$ cat src/rtl/router_rx_port.sv
// Receive side of one router output port. It waits READ_DELAY cycles after the port
// FIFO goes non-empty, then drains one packet and checks its parity and address.
module router_rx_port #(
  parameter logic [1:0] PORT_ADDR  = 2'd0,
  parameter int         READ_DELAY = 5
) (
  input  logic        clk,
  input  logic        rst,
  input  logic        vld_out,
  input  logic [7:0]  data_in,
  output logic        read_enb,
  output logic [7:0]  pkt_data,
  output logic        pkt_valid,
  output logic        pkt_sop,
  output logic        pkt_eop,
  output logic        parity_err,
  output logic        addr_err,
  output logic [15:0] pkt_count,
  output logic [15:0] err_count
);

  localparam logic [1:0] S_IDLE = 2'd0;
  localparam logic [1:0] S_WAIT = 2'd1;
  localparam logic [1:0] S_READ = 2'd2;
  localparam logic [1:0] S_DONE = 2'd3;
  localparam logic [4:0] DLY    = 5'(READ_DELAY);

  logic [1:0] r_state;
  logic [4:0] r_dly;
  logic [6:0] r_rd_cnt, r_idx, r_tot;
  logic       r_hdr_known, r_rd_d;
  logic [7:0] r_xor;
  logic [1:0] r_addr;

  logic       w_samp, w_hdr_now, w_known, w_last, w_rd;
  logic [6:0] w_tot, w_lim;

  // The FIFO returns a byte one cycle after its strobe, so the strobe delayed marks a sample.
  assign w_samp    = r_rd_d;
  assign w_hdr_now = w_samp && (r_idx == 7'd0);
  assign w_tot     = w_hdr_now ? ({1'b0, data_in[7:2]} + 7'd2) : r_tot;
  assign w_known   = r_hdr_known || w_hdr_now;
  // Until the header is in hand only header + one more byte can be safely requested.
  assign w_lim     = w_known ? w_tot : 7'd2;
  assign w_rd      = (r_state == S_READ) && vld_out && (r_rd_cnt < w_lim);
  assign w_last    = w_samp && w_known && (r_idx == (w_tot - 7'd1));
  assign read_enb  = w_rd;

  always_ff @(posedge clk or posedge rst) begin
    if (rst) begin
      r_state     <= S_IDLE;
      r_dly       <= '0;
      r_rd_cnt    <= '0;
      r_idx       <= '0;
      r_tot       <= '0;
      r_hdr_known <= 1'b0;
      r_rd_d      <= 1'b0;
      r_xor       <= '0;
      r_addr      <= '0;
      pkt_data    <= '0;
      pkt_valid   <= 1'b0;
      pkt_sop     <= 1'b0;
      pkt_eop     <= 1'b0;
      parity_err  <= 1'b0;
      addr_err    <= 1'b0;
      pkt_count   <= '0;
      err_count   <= '0;
    end else begin
      r_rd_d     <= w_rd;
      pkt_valid  <= w_samp;
      pkt_sop    <= w_hdr_now;
      pkt_eop    <= w_last;
      parity_err <= w_last && (data_in != r_xor);
      addr_err   <= w_last && (r_addr != PORT_ADDR);
      if (w_samp) pkt_data <= data_in;
      case (r_state)
        S_IDLE: if (vld_out) begin
          r_state <= S_WAIT;
          r_dly   <= '0;
        end
        S_WAIT: if (r_dly == DLY) begin
          r_state     <= S_READ;
          r_rd_cnt    <= '0;
          r_idx       <= '0;
          r_hdr_known <= 1'b0;
          r_xor       <= '0;
        end else begin
          r_dly <= r_dly + 5'd1;
        end
        S_READ: begin
          if (w_rd) r_rd_cnt <= r_rd_cnt + 7'd1;
          if (w_samp) begin
            r_idx <= r_idx + 7'd1;
            if (!w_last) r_xor <= r_xor ^ data_in;
          end
          if (w_hdr_now) begin
            r_tot       <= w_tot;
            r_hdr_known <= 1'b1;
            r_addr      <= data_in[1:0];
          end
          if (w_last) r_state <= S_DONE;
        end
        default: begin
          // Error flags are registered on the parity byte and are still high here.
          pkt_count <= pkt_count + 16'd1;
          if (parity_err || addr_err) err_count <= err_count + 16'd1;
          r_state <= S_IDLE;
        end
      endcase
    end
  end

endmodule

$ cat config.mk
export PLATFORM = sky130hd
export DESIGN_NAME = router_rx_port
export DESIGN_NICKNAME = d
export VERILOG_FILES = /design/src/rtl/router_rx_port.sv
export SDC_FILE = /design/constraint.sdc
export NUM_CORES = 1
export LEC_CHECK = 0
export BUFFER_PORTS_ARGS = -buffer_cell sky130_fd_sc_hd__buf_4
export CORE_MARGIN = 2
export CORE_UTILIZATION = 30
export CTS_BUF_LIST = sky130_fd_sc_hd__clkbuf_16
export CTS_CLUSTER_DIAMETER = 30
export DETAILED_ROUTE_END_ITERATION = 16
export PLACE_DENSITY = 0.45
export REMOVE_ABC_BUFFERS = 1
export SLEW_MARGIN = 20
export SYNTH_ARGS = -nofsm -noshare
export SYNTH_HDL_FRONTEND = slang
export SYNTH_SLANG_ARGS = --single-unit
export TNS_END_PERCENT = 100
$ cat constraint.sdc
create_clock -name clk -period 3 [get_ports clk]
set_input_delay 0.3 -clock clk [delete_from_list [all_inputs] [get_ports clk]]
set_output_delay 0.3 -clock clk [all_outputs]
set_load 0.1 [all_outputs]
==> results_dict.tcl <==
set metrics [dict create \
    dieArea_um2 17000 \
    max-slew-margin-rel_pct 50.5 \
    primary_ff_master_synth "sky130_fd_sc_hd__dfrtp_1" \
    worst-endpoint-required_ps 2700 \
    initial_utilization_pct 30.4 \
    hold_viol_final 0 \
    post_synth_fa_ha_maj_area_fraction_pct 4.95 \
    drt_pass1_iterations 4 \
    hp-class "in -> async" \
    combinational_family_with_the_most_area_after_synthesis "simple AND/OR/NAND/NOR gates" \
    grt-ovfl-total 0 \
    drive_gt1_share_pct 27.3 \
    synthMuxAreaShare_pct 3.49 \
    ys_async_sr_fraction_pct 100 \
    reg2regPathDepth 14 \
    maxCapViolations 0 \
    core_area_um2 15800 \
    grt_antenna_before_repair 0 \
    clkSinkCount 85 \
    pwr-share-seq_pct 30.6 \
    synth_cells 479 \
    yosysWarningCount 0 \
    critPathCaptureType "output port" \
    run_status "complete, but fails checks" \
    highest_attainable_clock_frequency_mhz 305 \
    cts_htree_levels 3 \
    synth_seq_cells 85 \
    totalWireLength_mm 12.3 \
    timing_worst_slew_pin_value_ps 742 \
    power.clock.fraction_pct 19.2 \
    worst_slack_ps -277 \
    clkLatencyLatePin_ps 350 \
    post_drt_wl_per_cell_um 15.4 \
    grt_setup_unrepaired "true" \
    power_density_nw_per_um2 902 \
    synth_area_per_cell_um2 10.0 \
    numPlacedInstances 779 \
    cp-start-kind "register" \
    synth_xor_area_share_pct 8.76 \
    synth_compound_gate_area_share_pct 14.4 \
    clock_tree_from_tritoncts "done" \
    total_leakage_power_nw 2.90 \
    drt-initial-drc-count 220 \
    critical_path_class "reg -> out" \
    cts_hold_buf 0 \
    critPathArrivalTime_ps 2980 \
    clkTransAtPathRegs_ps 70 \
    critPathMaxFanout 2 \
    synth_enable_flop_cells 0 \
    vias 3956 \
    die_h_um 130 \
    floorplan.die.width_um 130 \
    timing.final.max_slew_violations 0 \
    finalSetupViolations 17 \
    detailed_route_vias_per_instance 4.93 \
    final_min_period_over_clock_period_pct 109 \
    drt_drc 0 \
    max-vdd-ir-drop_v 0.000649 \
    grt_first_pass_wirelength_mm 20.4 \
    first_global_vias 3977 \
    hpwl_mm 9.11 \
    period_needed_ps 3280 \
    power.combinational.fraction_pct 50.2 \
    synthDistinctLibCells 63 \
    io-pin-count 57 \
    rows 46 \
    number_of_buffers_inserted_during_clock_tree_synthesis 9 \
    cts-root-buf "sky130_fd_sc_hd__clkbuf_16" \
    power_switching_share_pct 45.4 \
    finalSetupTns_ps -1100 \
    post_synth_and_or_nand_nor_area_fraction_pct 21.6 \
    internal_power_mw 3.05 \
    grt_max_degree 47 \
    switching_power_mw 2.53 \
    instances_no_fill 802 \
    violated_checks "setup timing" \
    area.growth.synth_to_final_pct 28.8 \
    gp_congestion 0.832 \
    num_antenna_cells 0 \
    yosysSeqAreaShare_pct 44.3 \
    numPortBuffers 56 \
    clock_tree.buffer_depth 2 \
    fillerInstances 1617 \
    postRouteAntennaNets 0 \
    grt_use_total_pct 15.4 \
    finClkSkew_ps 7.04 \
    syn-cell-area_um2 4800 \
    nNetsFinal 611 \
]
critical path: stages, from the launching register on:
cell and delay (ps):
sky130_fd_sc_hd__dfrtp_1 380, sky130_fd_sc_hd__inv_1 80, sky130_fd_sc_hd__ha_2 180, sky130_fd_sc_hd__or4b_4 490, sky130_fd_sc_hd__nor4_4 240, sky130_fd_sc_hd__a31oi_1 80
sky130_fd_sc_hd__ha_1 330, sky130_fd_sc_hd__and4_4 160, sky130_fd_sc_hd__a211oi_2 160, sky130_fd_sc_hd__nand2_1 90, sky130_fd_sc_hd__a31o_4 220, sky130_fd_sc_hd__inv_4 60
sky130_fd_sc_hd__buf_12 160
metal layers:
metal | GRT usage (%) | vias up | part of all wire [%]
li1 | - | 1918 | -
met1 | 20.4 | 1951 | 46
met2 | 25.4 | 74 | 48
met3 | 3.18 | 13 | 4.1
met4 | 5.01 | 0 | 1.5
met5 | 0 | - | 0
cell usage in the layout (no fill, tap or decap), drive strengths merged, types with 18 or more instances in the layout:
cell and instances:
nor2 37, nand2b 21, nand2 43, a21oi 19
xnor2 30, ha 19, xor2 18, o21ai 18
buf 105, dfrtp 85
power by group through the flow:
| stage | registers [mW] | clock network [mW] | logic, mW |
|---|---|---|---|
| after floorplan | 2.38 | 0 | 1.21 |
| after global placement | 1.71 | 0 | 2.63 |
| after detailed placement | 1.73 | 0 | 2.67 |
| after CTS | 1.71 | 1.11 | 2.79 |
| after global routing | 1.75 | 1.16 | 3.04 |
| final | 1.71 | 1.07 | 2.80 |
what timing repair did:
action	4_1_cts	5_1_grt
pin swaps	11	0
buffers inserted	5	2
endpoints found under the setup margin	19	21
resized for setup	17	5
cell type report:
cell class / count / area (um^2) / area share (%)
Inverter: 16 / 63.8 / 1.03
Timing Repair Buffer: 105 / 850 / 13.7
Sequential cell: 85 / 2130 / 34.4
Clock buffer: 9 / 225 / 3.64
Multi-Input combinational cell: 364 / 2590 / 41.9
Clock inverter: 7 / 52.6 / 0.850
Tap cell: 216 / 270 / 4.37
synth_stat cells (3+ instances only):
cell type / count / area share [%]
sky130_fd_sc_hd__dfrtp_1: 85 / 44
sky130_fd_sc_hd__nand2_1: 42 / 3.3
sky130_fd_sc_hd__nor2_1: 37 / 2.9
sky130_fd_sc_hd__xnor2_1: 30 / 5.5
sky130_fd_sc_hd__nand2b_1: 21 / 2.7
sky130_fd_sc_hd__ha_1: 19 / 5.0
sky130_fd_sc_hd__o21ai_0: 18 / 1.9
sky130_fd_sc_hd__xor2_1: 18 / 3.3
sky130_fd_sc_hd__a21oi_1: 17 / 1.8
sky130_fd_sc_hd__and3_1: 16 / 2.1
sky130_fd_sc_hd__inv_1: 15 / 1.2
sky130_fd_sc_hd__mux2_2: 14 / 3.3
sky130_fd_sc_hd__nand3_1: 13 / 1.4
sky130_fd_sc_hd__a21o_1: 12 / 1.9
sky130_fd_sc_hd__clkbuf_1: 11 / 0.86
sky130_fd_sc_hd__nand4_1: 10 / 1.3
sky130_fd_sc_hd__nor3_1: 10 / 1.0
sky130_fd_sc_hd__a22oi_1: 8 / 1.3
sky130_fd_sc_hd__a31oi_1: 7 / 0.91
sky130_fd_sc_hd__and4_1: 6 / 1.1
sky130_fd_sc_hd__nor2b_1: 5 / 0.65
sky130_fd_sc_hd__and2_1: 4 / 0.52
sky130_fd_sc_hd__a21boi_0: 3 / 0.47
sky130_fd_sc_hd__a311oi_1: 3 / 0.55
sky130_fd_sc_hd__nand3b_1: 3 / 0.47
sky130_fd_sc_hd__o211ai_1: 3 / 0.47
sky130_fd_sc_hd__o21a_1: 3 / 0.47
sky130_fd_sc_hd__o31ai_1: 3 / 0.47
worst paths after layout:
check                      slack [ps]                 startpoint                        end
max                              -280       r_idx[0]$_DFFE_PP0P_                   read_enb
min                                50                        rst  err_count[10]$_DFFE_PP0P_
max reg2reg                      -270       r_idx[0]$_DFFE_PP0P_    r_rd_cnt[0]$_DFFE_PP0P_
min reg2reg                       470  pkt_count[15]$_DFFE_PP0P_  pkt_count[15]$_DFFE_PP0P_
max in group asynchronous        2250                        rst           r_rd_d$_DFF_PP0_
min in group clk                  220                 data_in[0]      r_addr[0]$_DFFE_PP0P_
cell families (layout without fill, tap and decap cells):
logic type | count (synthesis) | in the layout
adders and majority gates | 19 | 19
xor gates and xnor gates | 48 | 48
DFF | 85 | 85
muxes | 15 | 15
and+or+nand+nor | 185 | 185
buffers and inverters | 30 | 137
AOI/OAI and AO/OA | 97 | 97
sequential cells by signal, summed over array words and instances (netlist names), 2 cells and up:
register   count
err_count     16
pkt_count     16
pkt_data       8
r_xor          8
r_idx          7
r_rd_cnt       7
r_tot          7
r_dly          5
r_addr         2
r_state        2
metrics by stage:
stage	util (%)	instance area [um^2]	hold slack, ps	power (mW)	worst slack, ps
2_1_floorplan	-	4740	412	3.59	-780
3_3_place_gp	36.7	5780	451	4.34	-176
3_5_place_dp	36.7	5780	459	4.40	-276
4_1_cts	39.1	6160	80.0	5.61	-281
5_1_grt	39.2	6180	93.3	5.95	-460
6_report	39.2	6180	50.7	5.57	-277
Power figures use the tool's default switching activity.
